### config.mk
export PLATFORM = sky130hd
export DESIGN_NAME = trap_controller
export DESIGN_NICKNAME = d
export VERILOG_FILES = /design/src/rtl/trap_controller_pkg.sv /design/src/rtl/trap_controller_cause_prio.sv /design/src/rtl/trap_controller.sv
export SDC_FILE = /design/constraint.sdc
export NUM_CORES = 1
export LEC_CHECK = 0
export CAP_MARGIN = 20
export CORE_UTILIZATION = 47
export DETAILED_ROUTE_END_ITERATION = 7
export GPL_ROUTABILITY_DRIVEN = 0
export GPL_TIMING_DRIVEN = 0
export MAX_ROUTING_LAYER = met4
export PLACE_DENSITY = 0.84
export SYNTH_ARGS = -nofsm -noshare
export SYNTH_HDL_FRONTEND = slang
export SYNTH_SLANG_ARGS = --single-unit
### constraint.sdc
create_clock -name i_clk -period 2.9 [get_ports i_clk]
set_input_delay 0.58 -clock i_clk [delete_from_list [all_inputs] [get_ports i_clk]]
set_output_delay 0.58 -clock i_clk [all_outputs]
set_load 0.005 [all_outputs]
### src/rtl/trap_controller_pkg.sv
// Shared constants and state encoding for machine-mode trap entry.
// CSR addresses, exception codes and the trap sequencer states.
package trap_controller_pkg;

  localparam logic [11:0] CSR_MEPC   = 12'h341;
  localparam logic [11:0] CSR_MCAUSE = 12'h342;

  localparam logic [3:0] CAUSE_ILLEGAL  = 4'd2;
  localparam logic [3:0] CAUSE_ECALL_M  = 4'd11;
  localparam logic [3:0] CAUSE_MEXT_IRQ = 4'd11;

  typedef enum logic [2:0] {
    TRAP_IDLE      = 3'd0,
    TRAP_DRAIN     = 3'd1,
    TRAP_WR_EPC    = 3'd2,
    TRAP_WR_CAUSE  = 3'd3,
    TRAP_WR_STATUS = 3'd4,
    TRAP_REDIRECT  = 3'd5
  } trap_state_e;

  // States that keep the front end frozen
  function automatic logic holds_pipe(
    input trap_state_e s
  );
    return (s == TRAP_DRAIN)    ||
           (s == TRAP_WR_EPC)   ||
           (s == TRAP_WR_CAUSE) ||
           (s == TRAP_WR_STATUS);
  endfunction

endpackage

### src/rtl/trap_controller_cause_prio.sv
// Trap request priority encoder.
// Illegal beats ECALL beats the external interrupt; MRET masks the irq.
module trap_controller_cause_prio
  import trap_controller_pkg::*;
#(
  parameter int XLEN = 32
) (
  input  logic            i_valid_e,
  input  logic            i_ecall_e,
  input  logic            i_illegal_e,
  input  logic            i_mret_e,
  input  logic            i_ext_irq,
  input  logic            i_mie,
  output logic            o_take,
  output logic [XLEN-1:0] o_cause
);

  logic sel_ill;
  logic sel_ecall;
  logic sel_irq;
  logic irq_ok;

  assign irq_ok    = i_ext_irq & i_mie & ~i_mret_e;
  assign sel_ill   = i_valid_e & i_illegal_e;
  assign sel_ecall = i_valid_e & i_ecall_e & ~i_illegal_e;
  assign sel_irq   = i_valid_e & irq_ok
                   & ~i_illegal_e & ~i_ecall_e;

  // One-hot selection of the winning request
  always_comb begin
    o_take  = 1'b0;
    o_cause = '0;
    unique case (1'b1)
      sel_ill: begin
        o_take       = 1'b1;
        o_cause[3:0] = CAUSE_ILLEGAL;
      end
      sel_ecall: begin
        o_take       = 1'b1;
        o_cause[3:0] = CAUSE_ECALL_M;
      end
      sel_irq: begin
        o_take         = 1'b1;
        o_cause[3:0]   = CAUSE_MEXT_IRQ;
        o_cause[XLEN-1] = 1'b1;
      end
      default: begin
        o_take  = 1'b0;
        o_cause = '0;
      end
    endcase
  end

endmodule

### src/rtl/trap_controller.sv
// Machine-mode trap entry sequencer.
// Squashes, drains, writes mepc/mcause, clears MIE, then vectors.
module trap_controller
  import trap_controller_pkg::*;
#(
  parameter int XLEN         = 32,
  parameter int DRAIN_CYCLES = 2
) (
  input  logic            i_clk,
  input  logic            i_rst_n,
  input  logic            i_valid_e,
  input  logic            i_ecall_e,
  input  logic            i_illegal_e,
  input  logic            i_mret_e,
  input  logic            i_ext_irq,
  input  logic            i_mie,
  input  logic [XLEN-1:0] i_pc_e,
  input  logic [XLEN-1:0] i_mtvec,
  output logic            o_if_id_flush,
  output logic            o_id_ex_flush,
  output logic            o_ex_mem_flush,
  output logic            o_pc_stall,
  output logic            o_pc_redirect,
  output logic [XLEN-1:0] o_pc_target,
  output logic            o_csr_we,
  output logic [11:0]     o_csr_addr,
  output logic [XLEN-1:0] o_csr_wdata,
  output logic            o_mie_clear,
  output logic            o_busy
);

  localparam int CW =
    (DRAIN_CYCLES > 1) ? $clog2(DRAIN_CYCLES) : 1;

  trap_state_e     state_q, state_d;
  logic [CW-1:0]   cnt_q, cnt_d;
  logic [XLEN-1:0] epc_q, epc_d;
  logic [XLEN-1:0] cause_q, cause_d;

  logic            busy_q, busy_d;
  logic            hold_q, hold_d;
  logic            flush_q, flush_d;
  logic            redir_q, redir_d;
  logic            we_q, we_d;
  logic [11:0]     addr_q, addr_d;
  logic [XLEN-1:0] wdata_q, wdata_d;
  logic            mclr_q, mclr_d;

  logic            take;
  logic [XLEN-1:0] cause;
  logic            detect;

  trap_controller_cause_prio #(
    .XLEN(XLEN)
  ) u_prio (
    .i_valid_e  (i_valid_e),
    .i_ecall_e  (i_ecall_e),
    .i_illegal_e(i_illegal_e),
    .i_mret_e   (i_mret_e),
    .i_ext_irq  (i_ext_irq),
    .i_mie      (i_mie),
    .o_take     (take),
    .o_cause    (cause)
  );

  // Reset gating keeps the detect-cycle outputs low during reset
  assign detect = (state_q == TRAP_IDLE) & take & i_rst_n;

  // Next state, drain counter and captured trap context
  always_comb begin
    state_d = state_q;
    cnt_d   = cnt_q;
    epc_d   = epc_q;
    cause_d = cause_q;
    unique case (state_q)
      TRAP_IDLE: begin
        if (take) begin
          epc_d   = i_pc_e;
          cause_d = cause;
          cnt_d   = CW'(DRAIN_CYCLES - 1);
          state_d = TRAP_DRAIN;
        end
      end
      TRAP_DRAIN: begin
        if (cnt_q == '0) state_d = TRAP_WR_EPC;
        else             cnt_d   = cnt_q - CW'(1);
      end
      TRAP_WR_EPC:    state_d = TRAP_WR_CAUSE;
      TRAP_WR_CAUSE:  state_d = TRAP_WR_STATUS;
      TRAP_WR_STATUS: state_d = TRAP_REDIRECT;
      TRAP_REDIRECT:  state_d = TRAP_IDLE;
      default:        state_d = TRAP_IDLE;
    endcase
  end

  // Registered outputs decoded from the upcoming state
  always_comb begin
    busy_d  = (state_d != TRAP_IDLE);
    hold_d  = holds_pipe(state_d);
    redir_d = (state_d == TRAP_REDIRECT);
    flush_d = hold_d | redir_d;
    mclr_d  = (state_d == TRAP_WR_STATUS);
    we_d    = 1'b0;
    addr_d  = '0;
    wdata_d = '0;
    if (state_d == TRAP_WR_EPC) begin
      we_d    = 1'b1;
      addr_d  = CSR_MEPC;
      wdata_d = epc_d;
    end else if (state_d == TRAP_WR_CAUSE) begin
      we_d    = 1'b1;
      addr_d  = CSR_MCAUSE;
      wdata_d = cause_d;
    end
  end

  // Sequencer state, context and output registers
  always_ff @(posedge i_clk or negedge i_rst_n) begin
    if (!i_rst_n) begin
      state_q <= TRAP_IDLE;
      cnt_q   <= '0;
      epc_q   <= '0;
      cause_q <= '0;
      busy_q  <= 1'b0;
      hold_q  <= 1'b0;
      flush_q <= 1'b0;
      redir_q <= 1'b0;
      we_q    <= 1'b0;
      addr_q  <= '0;
      wdata_q <= '0;
      mclr_q  <= 1'b0;
    end else begin
      state_q <= state_d;
      cnt_q   <= cnt_d;
      epc_q   <= epc_d;
      cause_q <= cause_d;
      busy_q  <= busy_d;
      hold_q  <= hold_d;
      flush_q <= flush_d;
      redir_q <= redir_d;
      we_q    <= we_d;
      addr_q  <= addr_d;
      wdata_q <= wdata_d;
      mclr_q  <= mclr_d;
    end
  end

  assign o_if_id_flush  = flush_q | detect;
  assign o_id_ex_flush  = flush_q | detect;
  assign o_ex_mem_flush = detect;
  assign o_pc_stall     = hold_q | detect;
  assign o_pc_redirect  = redir_q;
  assign o_pc_target    = redir_q ? (i_mtvec & ~XLEN'(3)) : '0;
  assign o_csr_we       = we_q;
  assign o_csr_addr     = addr_q;
  assign o_csr_wdata    = wdata_q;
  assign o_mie_clear    = mclr_q;
  assign o_busy         = busy_q;

endmodule

[Word-level counts from Yosys, hierarchy flattened]
Index checks and enable logic that the tools add are counted.
Operators by class
  add/sub/neg operators: 1
  eq/ne operators: 10
  muxes and demuxes: 20
  bitwise operators: 16
  reductions and logical operators: 9
Operators by type and width (number)
  2-to-1 mux 32 bit: 7
  2-to-1 mux 10 bit: 2
  case mux 3 bit (5 select lines): 1
  == test 3 x 2 -> 1 bit, second input constant: 4
  bitwise AND 1 bit: 10
  == test 3 bit, second input constant: 3
  case mux 4 bit (2 select lines): 1
  == test 3 x 1 -> 1 bit, second input constant: 2
  2-to-1 mux 1 bit: 6
  2-to-1 mux 3 bit: 2
  zero test 3 bit: 1
  logical OR 1 bit: 3
  NOT 1 bit: 3
  bitwise OR 1 bit: 3
  nonzero test 3 bit: 1
  OR reduction 3 bit: 1
  != test 2 bit, second input constant: 1
  case mux 1 bit (2 select lines): 1
  AND reduction 2 bit: 1
  nonzero test 2 bit: 1
  OR reduction 2 bit: 1
  subtractor 1 bit, second input constant: 1
Storage, ports and cells
  register bits: 118
  input bits: 72
  output and inout port bits: 84
  word-level logic and storage cells: 68

[Logic depth before layout (Yosys ltp)]
  word-level depth: 14
  depth in mapped cells: 6
  mapped depth without buffers: 4

[Hierarchy]
A second synthesis with hierarchy kept.
Second synthesis, totals
  cell total of the unflattened synthesis: 410
  area total of the unflattened synthesis: 5129.9 um^2
By module, submodules not included
  trap_controller: instances 1, cells an instance 371, area each 4837.1 um^2, seq. area each 2702.6 um^2
  trap_controller_cause_prio: instances 1, cells an instance 39, area each 292.8 um^2, seq. area each 0.0 um^2

[Worst setup path after synthesis]
OpenSTA, ideal clock, no wires.
  path kind: input -> output
  start: input port i_ecall_e
  end: output port o_if_id_flush
  arrival: 1.814 ns
  path slack: 0.506 ns
  stages: 6
  cells stage by stage: or2_2 -> o21a_2 -> buf_6 -> and2_1 -> or2_2 -> buf_4
Between the ends
  word-level cells in the longest chain between the ends: 7
  elaborated cells between the ends (all ways): 9
  those cells by class: mux (1); bitwise (7); reduce/logical (1)
RTL lines
  from (decl): RTL line trap_controller.sv:12  | input logic i_ecall_e,
  bitwise AND 1 bit or NOT 1 bit (tied branches): RTL line trap_controller_cause_prio.sv:25, trap_controller_cause_prio.sv:27
  bitwise AND 1 bit (on tied branches): RTL line trap_controller_cause_prio.sv:25, trap_controller_cause_prio.sv:27
  OR reduction 3 bit (no source line) (*)
  2-to-1 mux 1 bit (*): RTL line trap_controller_cause_prio.sv:33  | unique case (1'b1)
  bitwise AND 1 bit (*) (2 in series): RTL line trap_controller.sv:67  | assign detect = (state_q == TRAP_IDLE) & take & i_rst_n;
  net o_ex_mem_flush: RTL line trap_controller.sv:21  | output logic o_ex_mem_flush,
  bitwise OR 1 bit (*)
  to (decl): RTL line trap_controller.sv:19  | output logic o_if_id_flush,
The timed path passes the listed nets; every way through them passes the cells marked *.

[Final worst setup path]
  start: input port i_ecall_e
  end: output port o_if_id_flush
Between the ends
  word-level cells in the longest chain between the ends: 7
  elaborated cells between the ends (all ways): 9
  those cells by class: mux (1); bitwise (7); reduce/logical (1)
RTL lines
  bitwise AND 1 bit or NOT 1 bit (tied branches): RTL line trap_controller_cause_prio.sv:25, trap_controller_cause_prio.sv:27
  bitwise AND 1 bit (on tied branches): RTL line trap_controller_cause_prio.sv:25, trap_controller_cause_prio.sv:27
  OR reduction 3 bit (no source line) (*)
  2-to-1 mux 1 bit (*): RTL line trap_controller_cause_prio.sv:33
  bitwise AND 1 bit (*) (2 in series): RTL line trap_controller.sv:67
  bitwise OR 1 bit (*): RTL line trap_controller.sv:148  | assign o_if_id_flush = flush_q | detect;
Mark *: on every way between the ends. The rest lies on a longest branch, timed or not.

==> reports/results.tsv <==
stage	metric	value	unit
outcome	status	finished, final reports clean	
synthesis	yosys_warnings	0	
setup_path	path_class	in -> out	
synthesis	ys_types	29	
grt	grt_pass1_vias	2779	
routing	via_per_inst	4.91	
grt	grt_overflow	0	
clock_network	cts_tree	done	
job	cap_violations	0	
setup_path	cp.arrival	2.24	ns
sta	layout_setup_ws	0.0844	ns
floorplan	ioPinCount	156	
synthesis	async_reset_ff_share	100	%
sta	fin_hold_ws	0.119	ns
floorplan	core_area	8380	um^2
layout	num_antenna_cells	0	
clock_network	clk_latency	0.36	ns
setup_path	required	2.32	ns
setup_path	critPathMaxFanout	3	
worst_hold_path	hold_class	in -> async	
synthesis	syn_avg_cell_area	14.0	um^2
synthesis	synth.area.top_cells	dfrtp_1 (65%), a22o_1 (6.8%), mux2_2 (6.3%)	
clock_network	cts_buffer_depth	2	
sta	setup_tns	0	ns
synthesis	syn_inst	295	
setup_path	worstSetupEndpointType	output port	
synthesis	yosysTopAreaCell	dfrtp_1	
grt	grt_pass1_wl	14.1	mm
pwr	total_power	4.89	mW
routing	drt_iter0_markers	150	
routing	drc	0	
clock_network	numCtsBuffers	9	
grt	grt_start_max_net_pins	71	
routing	dr.pass1.iters	4	
clock_network	cts_sinks	108	
layout	nFillCells	596	
sta	fin_worst_skew	0.0109	ns
pwr	cellPowerDensity	816	nW/um^2
clock_network	htree_num_levels	3	
synthesis	synth_ff_type	dfrtp_1	
synthesis	synth_seq_cells	108	
placed_design	hpwl	6.77	mm
pwr	leakage	2.75	nW
sta	slew_headroom	64.0	%
grt	grt_usage	21.6	%
floorplan	die_h	95.8	um
sta	setup_viol_count_final	0	
sta	worst_pin_slew	0.539	ns
routing	drtAntennaViolNets	0	
routing	drt_wl_total	9.29	mm
layout	drive_above_1_share	17.0	%
setup_path	startpoint_type	input pin	
floorplan	initial_core_util	49.3	%
floorplan	num_rows	33	
floorplan	die_x	95.8	um
synthesis	synth.top_cells.by_count	dfrtp_1 (108), a22o_1 (32), and2_1 (32), nor2b_1 (28), mux2_2 (23)	
clock_network	root_buffer	clkbuf_8	
sta	fmax	0.355	GHz
pwr	ir_drop	0.000436	V
floorplan	dieArea	9170	um^2
placed_design	dp_slack	-0.405	ns
layout	nNetsFinal	533	
synthesis	yosys.area.top_type_share	65.4	%
sta	hold_viol	0	
sta	final.min_clock_period	2.82	ns
clock_network	clk_pin_slew_worst_paths	0.11	ns
routing	wire_per_inst	16.3	um
synthesis	syn-cell-area	4130	um^2
sta	slew_violations	0	
grt	grt_antenna_before_repair	0	
synthesis	yosys.cell_count.top_type	dfrtp_1	
sta	rsz0062_at_grt	false	
sta	post-route-period-util	97.1	%
placed_design	port_buffers	144	
synthesis	synth_edf_count	0	
synthesis	synth-seq-area-share	65.4	%
layout	areaGrowthSynthToFinish	45.1	%
clock_network	cts_hold_buffers	0	
routing	vias	2802	
sequential cells by signal, summed over array words and instances, names as in the netlist:
signal         count
cause_q           32
epc_q             32
o_csr_wdata       32
o_csr_addr         3
state_q            3
cnt_q              1
flush_q            1
hold_q             1
o_busy             1
o_mie_clear        1
o_pc_redirect      1
area by class of cell:
cell class | instances | area [um^2] | share of cell area [%]
Timing Repair Buffer | 148 | 1490 | 24.9
Clock buffer | 9 | 124 | 2.07
Buffer | 29 | 186 | 3.11
Multi-Input combinational cell | 163 | 1270 | 21.2
Sequential cell | 108 | 2700 | 45.1
Inverter | 2 | 7.51 | 0.125
Clock inverter | 7 | 82.6 | 1.38
Tap cell | 105 | 131 | 2.19
report_power, final:
part           internal [mW]  leakage [nW]  switching [mW]
sequential              1.96          1.40           0.225
clock                  0.413        0.0984           0.513
combinational           1.07          1.25           0.716
layer usage:
metal | up-vias | part of all wire, % | global-route usage (%)
met1 | 1358 | 39 | 25.7
met5 | - | 0 | -
met4 | 0 | 2.2 | 7.84
met3 | 19 | 8.6 | 5.53
met2 | 123 | 50 | 35.7
li1 | 1302 | - | -
worst paths after layout:
check / start / cells past startpoint / to / slack [ns]
setup reg to reg: state_q[0] / 5 / epc_q[6] / 0.97
hold reg to reg: cause_q[1] / 1 / cause_q[1] / 0.48
max in group asynchronous: i_rst_n / 2 / cause_q[27] / 2.14
setup / recovery: i_ecall_e / 7 / o_if_id_flush / 0.08
min in group i_clk: cause_q[1] / 1 / cause_q[1] / 0.48
hold / removal: i_rst_n / 1 / epc_q[11] / 0.12
placed cells by master (no fill, tap or decap), types with 3 or more instances in the layout:
cell type        synthesis  final
buf_6                    3      3
mux2_2                  23     23
nor2_1                   4      4
or2_2                    7      5
a21oi_1                  4      4
clkbuf_1                 5      5
a22o_1                  32     32
dfrtp_1                108    108
o21a_1                   3      3
conb_1                   1      9
buf_4                   14     17
and2_1                  32     31
clkbuf_8                 0      9
clkdlybuf4s50_1          0    140
mux2_1                   9      9
nor2b_1                 28     28
buf_2                    7      7
cells by family after synthesis:
family / count (synthesis) / share of synthesized area [%]
XOR/XNOR: 1 / 0.212
buffers and inverters: 32 / 4.97
flip-flops: 108 / 65.4
multiplexers: 32 / 8.72
AND/OR/NAND/NOR: 78 / 12.1
other: 1 / 0.0907
AO/OA/AOI/OAI: 43 / 8.51
stage by stage:
| step | utilization (%) | area, um^2 | cells |
|---|---|---|---|
| 2_1_floorplan | - | 4160 | 303 |
| 3_3_place_gp | 68.4 | 5740 | 552 |
| 3_5_place_dp | 68.7 | 5760 | 553 |
| 4_1_cts | 71.3 | 5970 | 569 |
| 5_1_grt | 71.5 | 6000 | 571 |
| 6_report | 71.5 | 6000 | 571 |
critical path, cell delays in order:
cell	delay, ns
clkdlybuf4s50_1	0.42
or2_4	0.26
o21a_4	0.22
and2_4	0.16
or2_4	0.23
buf_4	0.12
dlygate4sd2_1	0.25
what timing repair did:
| action | in CTS | in global routing |
|---|---|---|
| setup endpoints to repair | 4 | 1 |
| buffers inserted | 1 | 2 |
| resized for setup | 6 | 2 |
| pin swaps | 1 | 0 |
Note: power is estimated with default switching activity, not from simulation.
==> patch 1: new RTL, same flow settings <==
Set the parameter `DRAIN_CYCLES` to 8 (it was 2).
--- a/src/rtl/trap_controller.sv
+++ b/src/rtl/trap_controller.sv
@@ -5,5 +5,5 @@
 #(
   parameter int XLEN         = 32,
-  parameter int DRAIN_CYCLES = 2
+  parameter int DRAIN_CYCLES = 8
 ) (
   input  logic            i_clk,
Check against the original RTL: not equivalent (a bounded check fails within 4 cycles, from zero or initial values and one cycle with i_rst_n low).
==> patch 1 against the unedited design <==
The flow now finishes with violations (DRC). Wire length is 7.2% higher. Utilization fell by 1.1 points. Total power is 13% lower. Combinational power shrank 25%. Via count increased by 13%. Area after synthesis is 5.1% higher. Sequential cell count is 2 higher. Cell area rose by 3.9%. Setup slack got worse by 0.039 ns. Global-route usage increased by 0.70 points. Largest power group unchanged.
==> patch 1: results (changes against the unedited design) <==
- The peak supply drop is 0.356 mV (was 0.436 mV).
- Top cell types by occurrence after synthesis: sky130_fd_sc_hd__dfrtp_1 (110), sky130_fd_sc_hd__nand2_1 (101), sky130_fd_sc_hd__and2_1 (59), sky130_fd_sc_hd__a22o_1 (32), sky130_fd_sc_hd__buf_4 (18) (was sky130_fd_sc_hd__dfrtp_1 (108), sky130_fd_sc_hd__a22o_1 (32), sky130_fd_sc_hd__and2_1 (32), sky130_fd_sc_hd__nor2b_1 (28), sky130_fd_sc_hd__mux2_2 (23)).
- Largest cells by area after synthesis: sky130_fd_sc_hd__dfrtp_1 (63%), sky130_fd_sc_hd__nand2_1 (8.7%), sky130_fd_sc_hd__and2_1 (8.5%) (was sky130_fd_sc_hd__dfrtp_1 (65%), sky130_fd_sc_hd__a22o_1 (6.8%), sky130_fd_sc_hd__mux2_2 (6.3%)).
- The max-slew headroom at the worst pin is 66.2% (was 64.0%).
- The post-route fraction of the period consumed by the critical path came to 98.4% (was 97.1%).
- The number of DRC markers in iteration 0 is 164 (was 150).
- The global routing usage on met3 is 3.87% (was 5.53%).
- The aggregate global-route resource usage was 22.3% (was 21.6%).
- The checks that failed: DRC.
- The post-detailed-placement cell area was 5970 um^2 (was 5760 um^2).
- The initial antenna violation count is 2 (was 0).
- The met1 track demand over resource is 27.4% (was 25.7%).
- The sum of met2 wire segment lengths after detailed routing was 5110 um (was 4660 um).
- The setup slack on the worst flop-to-flop path was 1.23 ns (was 0.97 ns).
- The remaining design rule violation count came to 16 (was 0).
- Outcome: complete, but fails checks (was completed).
- The wire length of the first global-routing pass is 16100 um (was 14100 um).
- The arrival time at the worst endpoint is 2.27 ns (was 2.24 ns).
- The routed length on met1 is 4060 um (was 3640 um).
- The vias after detailed routing was 3175 (was 2802).
- The largest net degree at the start of global routing is 69 (was 71).
- The filler-free cell count of the finished design is 661 (was 571).
- The internal power of the cells is 0.00289 W (was 0.00344 W).
- The share of post-route cells with drive strength above 1 is 11.6% (was 17.0%).
- The startpoint of the most critical setup path is i_ext_irq (was i_ecall_e).
- The met2 usage in global routing is 36.6% (was 35.7%).
- The mean cell area of the mapped netlist is 11.6 um^2 (was 14.0 um^2).
- The met3 wirelength from detailed routing is 562 um (was 795 um).
- The number of iterations in the first detailed-routing pass was 8 (was 4).
- The maximum cell stage delay along the critical path is 0.40 ns (was 0.42 ns).
- The leakage dissipation is 3.06 nW (was 2.75 nW).
- The number of fill cells in the layout is 616 (was 596).
- The proportion of synthesized chip area in sequential cells is 63.4% (was 65.4%).
- The pre-CTS setup slack came to -0.438 ns (was -0.405 ns).
- The maximum fanout along the worst path is 4 (was 3).
-- patch 1: area by class of cell --
class | count | area, um^2 | area share, %
timing repair buffer | 152 | 1530 | 24.5
sequential | 110 | 2750 | 44.2
buffer | 35 | 274 | 4.40
multi-input combinational | 236 | 1350 | 21.6
clock buffer | 10 | 128 | 2.05
inverter | 2 | 7.51 | 0.121
clock inverter | 6 | 56.3 | 0.904
tap | 108 | 135 | 2.17
antenna | 2 | 5.00 | 0.0803
-- patch 1: cells by family (layout without fill, tap and decap cells) --
logic type | count (synthesis) | count (layout) | share of synthesized area (%)
flip-flops | 110 | 110 | 63.4
multiplexers | 2 | 2 | 0.461
AO/OA/AOI/OAI | 42 | 42 | 8.04
buffers and inverters | 37 | 205 | 6.40
AND/OR/NAND/NOR | 178 | 178 | 20.4
other | 1 | 11 | 0.0864
XOR/XNOR | 3 | 3 | 0.605
adder cells (fa/ha/maj) | 2 | 2 | 0.576
-- patch 1: worst paths after layout --
path,cells past startpoint,end
worst max-delay path,8,o_if_id_flush
worst min-delay path,1,o_csr_wdata[20]$_DFF_PN0_
worst max register to register,5,cause_q[23]$_DFF_PN0_
worst min register to register,1,cause_q[1]$_DFF_PN0_
max in group asynchronous,2,cnt_q[0]$_DFFE_PN0P_
min in group i_clk,1,cause_q[1]$_DFF_PN0_
-- patch 1: power groups by stage --
stage | clock network [W] | logic (W) | registers (W)
after floorplan | 0 | 0.000757 | 0.00203
after global placement | 0 | 0.00126 | 0.00206
after detailed placement | 0 | 0.00132 | 0.00208
after CTS | 0.000860 | 0.00132 | 0.00204
after global routing | 0.000927 | 0.00149 | 0.00209
final | 0.000855 | 0.00134 | 0.00205
-- patch 1: repair_timing --
action,CTS,global route
gates resized for setup,6,6
pin swaps,2,3
endpoints found under the setup margin,4,4
setup buffers,3,4
==> patch 2: new RTL, same flow settings <==
Made on the original files. Re-encode `trap_state_e` (6 states) as one-hot, 6 bits wide.
--- a/src/rtl/trap_controller_pkg.sv
+++ b/src/rtl/trap_controller_pkg.sv
@@ -10,11 +10,11 @@
   localparam logic [3:0] CAUSE_MEXT_IRQ = 4'd11;
 
-  typedef enum logic [2:0] {
-    TRAP_IDLE      = 3'd0,
-    TRAP_DRAIN     = 3'd1,
-    TRAP_WR_EPC    = 3'd2,
-    TRAP_WR_CAUSE  = 3'd3,
-    TRAP_WR_STATUS = 3'd4,
-    TRAP_REDIRECT  = 3'd5
+  typedef enum logic [5:0] {
+    TRAP_IDLE      = 6'b000001,
+    TRAP_DRAIN     = 6'b000010,
+    TRAP_WR_EPC    = 6'b000100,
+    TRAP_WR_CAUSE  = 6'b001000,
+    TRAP_WR_STATUS = 6'b010000,
+    TRAP_REDIRECT  = 6'b100000
   } trap_state_e;
 
Check against the original RTL: no difference found for any inputs over 10 cycles, from zero or initial values and one cycle with i_rst_n low; not proved beyond that.
==> patch 2 against the unedited design <==
Cell area is 5.0% higher. Total power is 13% lower. Critical path depth is 1 lower. Setup slack better by 0.026 ns. Combinational power is 31% lower. Wire length is 4.6% higher. Area after synthesis is 7.0% higher. Critical path type is now register to output port. Count of clock-buffer cells in the layout is 1 higher. Global-route usage is 0.13 points higher. Highest routed layer unchanged. Register-to-register slack worse by 0.39 ns. Final cell count is 3.3% higher. Sequential cell count is 3 higher.
==> patch 2: results (changes against the unedited design) <==
- Outcome: completed (unchanged).
- The met1 track demand over resource is 25.6% (was 25.7%).
- The count of different cell masters after synthesis was 40 (was 29).
- The leakage dissipation was 2.91 nW (was 2.75 nW).
- The post-detailed-placement cell area is 6060 um^2 (was 5760 um^2).
- The proportion of synthesized chip area in sequential cells is 62.9% (was 65.4%).
- The number of iterations in the first detailed-routing pass came to 5 (was 4).
- The largest net degree at the start of global routing is 62 (was 71).
- The global routing usage on met3 is 4.61% (was 5.53%).
- The arrival time at the worst endpoint came to 2.21 ns (was 2.24 ns).
- The number of fill cells in the layout came to 693 (was 596).
- The largest clock skew in the final design is 0.0174 ns (was 0.0109 ns).
- The maximum cell stage delay along the critical path is 0.55 ns (was 0.42 ns).
- The worst reg2reg path depth is 7 (was 5).
- The start of the worst register-to-register path is state_q[3]$_DFF_PN0_ (was state_q[0]$_DFF_PN0_).
- The wire length of the first global-routing pass is 15600 um (was 14100 um).
- The number of DRC markers in iteration 0 is 138 (was 150).
- The met2 usage in global routing is 37.7% (was 35.7%).
- The placed wire-length estimate after detailed placement is 6980 um (was 6770 um).
- The reg-to-reg critical path endpoint is o_csr_wdata[30]$_DFF_PN0_ (was epc_q[6]$_DFF_PN0_).
- The transition time of the tightest slew-check pin was 0.665 ns (was 0.539 ns).
- The aggregate global-route resource usage is 21.7% (was 21.6%).
- Largest cells by area after synthesis: sky130_fd_sc_hd__dfrtp_1 (62%), sky130_fd_sc_hd__mux2_4 (6.8%), sky130_fd_sc_hd__a22o_1 (6.1%) (was sky130_fd_sc_hd__dfrtp_1 (65%), sky130_fd_sc_hd__a22o_1 (6.8%), sky130_fd_sc_hd__mux2_2 (6.3%)).
- The family with the most delay on the worst path is simple AND/OR/NAND/NOR gates (was buffers and inverters).
- The library cell contributing the largest single delay on the critical path is sky130_fd_sc_hd__or4_4 (was sky130_fd_sc_hd__clkdlybuf4s50_1).
- The average vias per placed instance is 5.09 (was 4.91).
- Top cell types by occurrence after synthesis: sky130_fd_sc_hd__dfrtp_1 (110), sky130_fd_sc_hd__a22o_1 (31), sky130_fd_sc_hd__and2_1 (30), sky130_fd_sc_hd__nor2b_1 (28), sky130_fd_sc_hd__mux2_4 (20) (was sky130_fd_sc_hd__dfrtp_1 (108), sky130_fd_sc_hd__a22o_1 (32), sky130_fd_sc_hd__and2_1 (32), sky130_fd_sc_hd__nor2b_1 (28), sky130_fd_sc_hd__mux2_2 (23)).
- The peak supply drop is 0.404 mV (was 0.436 mV).
-- patch 2: worst max path at each step --
stage	start	to	slack, ns	cells after the start
floorplan	i_illegal_e	o_if_id_flush	0.58	5
global placement	i_rst_n	o_if_id_flush	-3.54	5
detailed placement	i_illegal_e	o_if_id_flush	-0.37	7
finish	state_q[3]$_DFF_PN0_	o_id_ex_flush	0.11	6
CTS	i_mret_e	o_if_id_flush	0.03	7
global route	state_q[3]$_DFF_PN0_	o_id_ex_flush	0.01	6
-- patch 2: layout make-up --
class	count	area, um^2	area share (%)
buffer	32	245	3.90
timing repair buffer	146	1460	23.3
sequential	111	2780	44.1
clock buffer	10	138	2.19
multi-input combinational	171	1440	22.8
tap	111	139	2.21
inverter	3	11.3	0.179
clock inverter	6	83.8	1.33
-- patch 2: per-layer routing --
| layer | up-vias | wire length (um) | share of wire (%) |
|---|---|---|---|
| met4 | 0 | 75 | 0.77 |
| met2 | 130 | 5140 | 53 |
| li1 | 1369 | - | - |
| met3 | 9 | 672 | 6.9 |
| met5 | - | 0 | 0 |
| met1 | 1493 | 3840 | 39 |
-- patch 2: cells by family after synthesis --
kind of cell / share of synthesized area (%)
flip-flops: 62.9
AND/OR/NAND/NOR: 12.6
other: 0.0848
buffers and inverters: 5.89
XOR/XNOR: 0.198
multiplexers: 9.85
AO/OA/AOI/OAI: 8.49
-- patch 2: power breakdown --
part           internal, W  leakage, nW  switching, W  total, W
clock             0.000445        0.112      0.000538  0.000983
combinational     0.000766         1.34      0.000454   0.00122
sequential         0.00189         1.46      0.000189   0.00208
total              0.00310         2.91       0.00118   0.00428
-- patch 2: stage by stage --
| step | power (W) | hold slack [ns] | TNS [ns] | setup WS [ns] | std cells |
|---|---|---|---|---|---|
| final | 0.00428 | 0.229 | 0 | 0.110 | 590 |
| after global routing | 0.00452 | 0.262 | 0 | 0.0141 | 590 |
| after floorplan | 0.00286 | 0.284 | 0 | 0.582 | 318 |
| after detailed placement | 0.00333 | 0.430 | -0.880 | -0.373 | 574 |
| after global placement | 0.00328 | 0.423 | -317.34 | -3.54 | 573 |
| after CTS | 0.00432 | 0.238 | 0 | 0.0289 | 590 |
-- patch 2: what timing repair did --
action                                  CTS  global route
buffers inserted                          1             0
endpoints found under the setup margin    4             1
pin swaps                                 4             3
gates resized for setup                   9             3
hold buffers                              0             0
